### src/rtl/mdu_div.sv
// -----------------------------------------------------------------------------
// mdu_div -- iterative 32-bit integer divider for the MIPS multiply/divide unit.
//
// Runs DIV (two's complement) and DIVU (unsigned). It uses one restoring
// shift-subtract step per cycle, 32 steps in all. The magnitudes are divided
// and the signs are applied in the DONE cycle. A zero divisor skips the
// iterations and returns quotient all-ones and remainder = dividend.
//
// Ports
//   clk_i       single clock, rising edge
//   rst_i       asynchronous reset, active low
//   start_i     begin an operation (sampled only in IDLE)
//   signed_i    1 = DIV, 0 = DIVU (sampled with start_i)
//   cancel_i    pipeline flush; aborts the operation in progress
//   a_i, b_i    dividend / divisor (sampled with start_i)
//   busy_o      divider occupied; EX stalls while high
//   done_o      one-cycle result pulse
//   hi_o, lo_o  remainder / quotient; hold the last result outside DONE
//   hilo_we_o   HILO write enable {hi,lo}; 2'b11 only together with done_o
// -----------------------------------------------------------------------------
module mdu_div #(
  parameter int ITER_CYCLES = 32
) (
  input  logic        clk_i,
  input  logic        rst_i,
  input  logic        start_i,
  input  logic        signed_i,
  input  logic        cancel_i,
  input  logic [31:0] a_i,
  input  logic [31:0] b_i,
  output logic        busy_o,
  output logic        done_o,
  output logic [31:0] hi_o,
  output logic [31:0] lo_o,
  output logic [1:0]  hilo_we_o
);

  typedef enum logic [1:0] {
    S_IDLE = 2'd0,
    S_DIV  = 2'd1,
    S_DONE = 2'd2
  } state_e;

  localparam logic [4:0] LAST_ITER = 5'(ITER_CYCLES - 1);

  state_e      state_q, state_d;

  // Operation context latched when a start is accepted.
  logic        signed_q,   signed_d;
  logic        sign_a_q,   sign_a_d;
  logic        sign_b_q,   sign_b_d;
  logic        div_zero_q, div_zero_d;
  logic [31:0] divisor_q,  divisor_d;

  // Iteration state. quot_q starts as the dividend magnitude. Dividend bits
  // shift out of the top while quotient bits shift in at the bottom.
  logic [32:0] rem_q,  rem_d;
  logic [31:0] quot_q, quot_d;
  logic [4:0]  cnt_q,  cnt_d;

  // Last delivered result, shown on hi_o/lo_o outside DONE.
  logic [31:0] hi_q, hi_d;
  logic [31:0] lo_q, lo_d;

  logic        accept;
  logic [31:0] a_mag, b_mag;
  logic [33:0] trial;
  logic        q_bit;
  logic [32:0] rem_step;
  logic [31:0] quot_step;
  logic        neg_quot, neg_rem;
  logic [31:0] hi_pre, hi_fix, lo_fix;

  // ---------------------------------------------------------------------------
  // Accept and operand conditioning
  // ---------------------------------------------------------------------------
  // cancel_i outranks start_i, so a start that arrives alongside a flush is dropped.
  assign accept = (state_q == S_IDLE) && start_i && !cancel_i;

  assign a_mag = (signed_i && a_i[31]) ? (32'd0 - a_i) : a_i;
  assign b_mag = (signed_i && b_i[31]) ? (32'd0 - b_i) : b_i;

  // ---------------------------------------------------------------------------
  // One restoring step. The shifted remainder is always below twice the
  // divisor, so a 34-bit difference gives its sign in bit 33.
  // ---------------------------------------------------------------------------
  assign trial     = {rem_q, quot_q[31]} - {2'b00, divisor_q};
  assign q_bit     = ~trial[33];
  assign rem_step  = q_bit ? trial[32:0] : {rem_q[31:0], quot_q[31]};
  assign quot_step = {quot_q[30:0], q_bit};

  // ---------------------------------------------------------------------------
  // Sign fix-up. The quotient is negated on differing signs and the remainder
  // follows the dividend's sign. For a zero divisor, quot_q still holds the
  // dividend magnitude, so re-applying the dividend sign recovers a_i exactly.
  // 0x8000_0000 / -1 falls out naturally: the magnitude quotient is
  // 0x8000_0000, and it is not negated because the signs match.
  // ---------------------------------------------------------------------------
  assign neg_quot = signed_q & (sign_a_q ^ sign_b_q);
  assign neg_rem  = signed_q & sign_a_q;
  assign hi_pre   = div_zero_q ? quot_q : rem_q[31:0];
  assign hi_fix   = neg_rem ? (32'd0 - hi_pre) : hi_pre;
  assign lo_fix   = div_zero_q ? 32'hFFFF_FFFF
                  : (neg_quot ? (32'd0 - quot_q) : quot_q);

  // ---------------------------------------------------------------------------
  // FSM: state register
  // ---------------------------------------------------------------------------
  always_ff @(posedge clk_i or negedge rst_i) begin
    if (!rst_i) begin
      state_q <= S_IDLE;
    end else begin
      // NOTE: sequential state uses non-blocking assignment so every flop
      // samples pre-edge values regardless of process evaluation order.
      state_q <= state_d;
    end
  end

  // ---------------------------------------------------------------------------
  // FSM: next-state logic
  // ---------------------------------------------------------------------------
  always_comb begin
    // NOTE: a default on entry means no path through the block leaves a
    // variable unassigned, so no latch can be inferred.
    state_d = state_q;
    unique case (state_q)
      S_IDLE: begin
        if (accept) begin
          state_d = (b_i == 32'd0) ? S_DONE : S_DIV;
        end
      end
      S_DIV: begin
        if (cancel_i) begin
          state_d = S_IDLE;
        end else if (cnt_q == LAST_ITER) begin
          state_d = S_DONE;
        end
      end
      S_DONE: begin
        // DONE always lasts one cycle. A start_i seen here is ignored.
        state_d = S_IDLE;
      end
      default: state_d = S_IDLE;
    endcase
  end

  // ---------------------------------------------------------------------------
  // FSM: outputs
  // ---------------------------------------------------------------------------
  always_comb begin
    busy_o    = 1'b0;
    done_o    = 1'b0;
    hilo_we_o = 2'b00;
    hi_o      = hi_q;
    lo_o      = lo_q;
    unique case (state_q)
      S_IDLE: begin
        // Raised in the accepting cycle so EX stalls without a bubble. It is
        // gated by reset because start_i may be high while the block is held
        // in reset.
        busy_o = accept & rst_i;
      end
      S_DIV: begin
        busy_o = 1'b1;
      end
      S_DONE: begin
        done_o    = ~cancel_i;
        hilo_we_o = cancel_i ? 2'b00 : 2'b11;
        hi_o      = hi_fix;
        lo_o      = lo_fix;
      end
      default: begin
        busy_o = 1'b0;
      end
    endcase
  end

  // ---------------------------------------------------------------------------
  // Datapath next-state
  // ---------------------------------------------------------------------------
  always_comb begin
    signed_d   = signed_q;
    sign_a_d   = sign_a_q;
    sign_b_d   = sign_b_q;
    div_zero_d = div_zero_q;
    divisor_d  = divisor_q;
    rem_d      = rem_q;
    quot_d     = quot_q;
    cnt_d      = cnt_q;
    hi_d       = hi_q;
    lo_d       = lo_q;

    if (accept) begin
      signed_d   = signed_i;
      sign_a_d   = a_i[31];
      sign_b_d   = b_i[31];
      div_zero_d = (b_i == 32'd0);
      divisor_d  = b_mag;
      quot_d     = a_mag;
      rem_d      = '0;
      cnt_d      = '0;
    end else if (state_q == S_DIV && !cancel_i) begin
      rem_d  = rem_step;
      quot_d = quot_step;
      cnt_d  = cnt_q + 5'd1;
    end

    // A flushed result is never delivered, so it is not kept as the held value.
    if (state_q == S_DONE && !cancel_i) begin
      hi_d = hi_fix;
      lo_d = lo_fix;
    end
  end

  // ---------------------------------------------------------------------------
  // Datapath registers
  // ---------------------------------------------------------------------------
  always_ff @(posedge clk_i or negedge rst_i) begin
    if (!rst_i) begin
      // NOTE: the datapath is reset too, not only the FSM. A reset must clear
      // the held hi_o/lo_o results, and the first start after reset must
      // behave exactly as it does from power-up.
      signed_q   <= 1'b0;
      sign_a_q   <= 1'b0;
      sign_b_q   <= 1'b0;
      div_zero_q <= 1'b0;
      divisor_q  <= '0;
      rem_q      <= '0;
      quot_q     <= '0;
      cnt_q      <= '0;
      hi_q       <= '0;
      lo_q       <= '0;
    end else begin
      signed_q   <= signed_d;
      sign_a_q   <= sign_a_d;
      sign_b_q   <= sign_b_d;
      div_zero_q <= div_zero_d;
      divisor_q  <= divisor_d;
      rem_q      <= rem_d;
      quot_q     <= quot_d;
      cnt_q      <= cnt_d;
      hi_q       <= hi_d;
      lo_q       <= lo_d;
    end
  end

endmodule

### config.mk
export PLATFORM = sky130hd
export DESIGN_NAME = mdu_div
export DESIGN_NICKNAME = d
export VERILOG_FILES = /design/src/rtl/mdu_div.sv
export SDC_FILE = /design/constraint.sdc
export NUM_CORES = 1
export LEC_CHECK = 0
export ABC_AREA = 0
export BUFFER_PORTS_ARGS = -buffer_cell sky130_fd_sc_hd__buf_2
export CORE_MARGIN = 1
export CORE_UTILIZATION = 60
export CTS_CLUSTER_DIAMETER = 50
export DETAILED_ROUTE_END_ITERATION = 12
export GPL_TIMING_DRIVEN = 0
export MAX_ROUTING_LAYER = met4
export PLACE_DENSITY = 0.8
export SLEW_MARGIN = 0
export SYNTH_ARGS = -nofsm -noshare
export SYNTH_HDL_FRONTEND = slang
export SYNTH_SLANG_ARGS = --single-unit
### constraint.sdc
create_clock -name clk_i -period 4.8 [get_ports clk_i]
set_input_delay 0.48 -clock clk_i [delete_from_list [all_inputs] [get_ports clk_i]]
set_output_delay 0.48 -clock clk_i [all_outputs]
set_load 0.05 [all_outputs]
==> flow_summary.ini <==
[pwr]
p_leak_uw = 0.00658
ir_drop_v = 0.000341
p_per_area_nw_per_um2 = 713

[synth]
yosysWarnings = 0
synth_sequential_area_ratio_pct = 34.3
syn-mean-instance-area_sq_um = 7.71
synthCells = 1625
syn_nets = 1733
synth_async_sr_flop_share_pct = 100
ys_types = 77
synth_area_sq_um = 12500
synth_edf_count = 0
ys_seq_elements = 172
synthFlopType = dfrtp_1

[worst_setup_path]
startpoint_type = flip-flop
critical_path_required_ns = 4.32
cp_max_fo = 28
setup.worst_path.start = div_zero_q
arrival_ns = 4.11
critical_path_class = reg2out
end_kind = output port
r2r_start = div_zero_q

[timing]
hold_viol_final = 0
timing.fmax_mhz = 218
slew_headroom_pct = 29.3
worst_slack_ns = 0.210
slew_violations = 0
tightest_slew_ns = 1.05
finalClockSkew_ns = 0.0109
final-setup-viol-count = 0
period_needed_ns = 4.59
timing.hold.ws_ns = 0.0591
grt_setup_unrepaired = false
fin_crit_sh_pct = 95.6
setup-tns-final_ns = 0

[layout]
mostFrequentLayoutCell = nand2_1
most-common-layout-cells = 288 x nand2_1, 229 x o21ai_0, 172 x dfrtp_1, 150 x buf_2, 147 x nor2_1
stdcell_area_sq_um = 14200
areaGrowthSynthToFinish_pct = 13.2
layout-drive-gt1-share_pct = 11.8
fillers = 1763
final_nets = 1887
antennaDiodeCount = 0
final_util_pct = 69.7

[min_path]
hp-class = in2async

[cts]
clock-sinks = 172
post_cts_buffers = 0
clk_pin_slew_ns = 0.07
cts.path.max_buffers = 2
cts_tree = built
cts_max_level = 4
clk_latency_ns = 0.44
clockRootBuffer = clkbuf_16
numCtsBuffers = 17

[route]
vias_per_cell = 6.10
drt_iter0_markers = 1079
wl_per_cell_um = 18.6
wirelength_mm = 38.4
antenna_left = 0
drt_pass1_iterations = 6
post-route-drc-count = 0
vias = 12600

[placed_design]
numPortBuffers = 136
place_hpwl_mm = 29.8
placed_area_sq_um = 13600
pre_cts_slack_ns = -0.482
globalplace.congestion = 1.02

[global_routing]
grt_start_max_net_pins = 93
grt_pass1_vias = 11700
grtUsageTotal_pct = 37.9
antenna_found_initial = 0
overflow = 0
grt_pass1_wl_mm = 62.1

[floorplan]
die_h_um = 147
core_area_sq_um = 20400
fp.dieW_um = 147
die_area_sq_um = 21500
row_count = 52
initial_core_util_pct = 61.5
ios = 137

[run_status]
status = finished, final reports clean

[flow_run]
cap_viol_max_count = 0
-- final cells by class --
cell class                      instances  area [sq um]  area share [%]
Multi-Input combinational cell       1289          7580            53.4
Sequential cell                       172          4300            30.3
Timing Repair Buffer                  137           718            5.06
Clock buffer                           19           453            3.19
Buffer                                107           450            3.17
Tap cell                              270           338            2.38
Inverter                               55           206            1.46
Clock inverter                         11           136           0.961
-- per-layer routing --
layer,vias up,track usage [%],share of wire [%]
met5,-,-,0
met4,0,15.5,3.8
met3,90,6.97,8.6
met2,588,56.2,44
met1,5949,51.2,44
li1,5947,-,-
-- where the power goes --
| part | total (uW) | internal, uW | switching (uW) |
|---|---|---|---|
| clock network | 1420 | 798 | 622 |
| registers | 2570 | 2000 | 565 |
| logic | 6130 | 2020 | 4100 |
| total | 10100 | 4830 | 5290 |
-- critical path, stage by stage, from the launching register on --
cell	delay, ns
dfrtp_1	0.32
buf_2	0.24
buf_6	0.29
buf_4	0.26
mux2i_2	0.30
ha_1	0.24
o211ai_1	0.16
nor3_2	0.35
nand2_1	0.21
nor4b_2	0.43
a41oi_1	0.18
xor2_1	0.34
o21ai_1	0.11
buf_2	0.23
-- repair_timing --
item | CTS | global route
gates resized for setup | 4 | 2
setup endpoints to repair | 12 | 1
hold buffers | 0 | 0
pin swaps | 0 | 1
-- path summary, 6_finish.rpt --
kind | endpoint | slack (ns) | depth (start not counted)
min in group clk_i | state_q[1] | 0.25 | 2
max in group asynchronous | quot_q[25] | 3.89 | 2
worst max-delay path | hi_o[28] | 0.21 | 13
worst max register to register | hi_q[28] | 1.16 | 12
worst min-delay path | hi_q[16] | 0.06 | 1
worst min register to register | hi_q[21] | 0.48 | 2
-- synth_stat cells (4+ instances only) --
master / number / area [sq um]
nand4_1: 5 / 31.3
a21oi_1: 108 / 541
nand2_1: 288 / 1080
buf_1: 6 / 22.5
and2_1: 12 / 75.1
nor3_1: 30 / 150
nand2b_1: 8 / 50.1
a22oi_1: 16 / 120
or4_1: 4 / 30.0
mux2i_1: 34 / 340
ha_1: 38 / 475
o211a_1: 4 / 40.0
o21ai_0: 231 / 1160
nor2_1: 147 / 552
buf_2: 17 / 85.1
nor2b_1: 8 / 50.1
o21ai_1: 5 / 25.0
and3_1: 12 / 75.1
nor4_1: 13 / 81.3
xor2_1: 79 / 692
a21o_1: 15 / 113
o211ai_1: 5 / 37.5
clkbuf_1: 82 / 308
o41ai_1: 11 / 96.3
a211oi_1: 10 / 75.1
inv_1: 55 / 206
nand3_1: 22 / 110
o31ai_1: 12 / 90.1
dfrtp_1: 172 / 4300
o21bai_1: 8 / 60.1
a31oi_1: 29 / 181
xnor2_1: 66 / 578
-- kinds of logic (layout without fill, tap and decap cells) --
group           count (synthesis)  after routing  synth area share, %
simple gates                  576            576                 20.1
compound gates                492            492                 23.2
flops                         172            172                 34.3
buf+inv                       164            329                 5.23
xor+xnor                      145            145                 10.1
fa+ha+maj                      39             39                 3.95
mux                            37             37                 2.99
-- metrics by stage --
step / instances / power, uW
2_1_floorplan: 1625 / 6950
3_3_place_gp: 2031 / 8420
3_5_place_dp: 2032 / 8540
4_1_cts: 2060 / 10000
5_1_grt: 2060 / 10800
6_report: 2060 / 10100
-- sequential cells by signal, summed over array words and instances, names as in the netlist, 2 cells and up --
name and cells:
state_q 2, cnt_q 5, lo_q 32, quot_q 32, rem_q 33, divisor_q 32, hi_q 32
No activity file was read; power rests on OpenSTA's default activity.
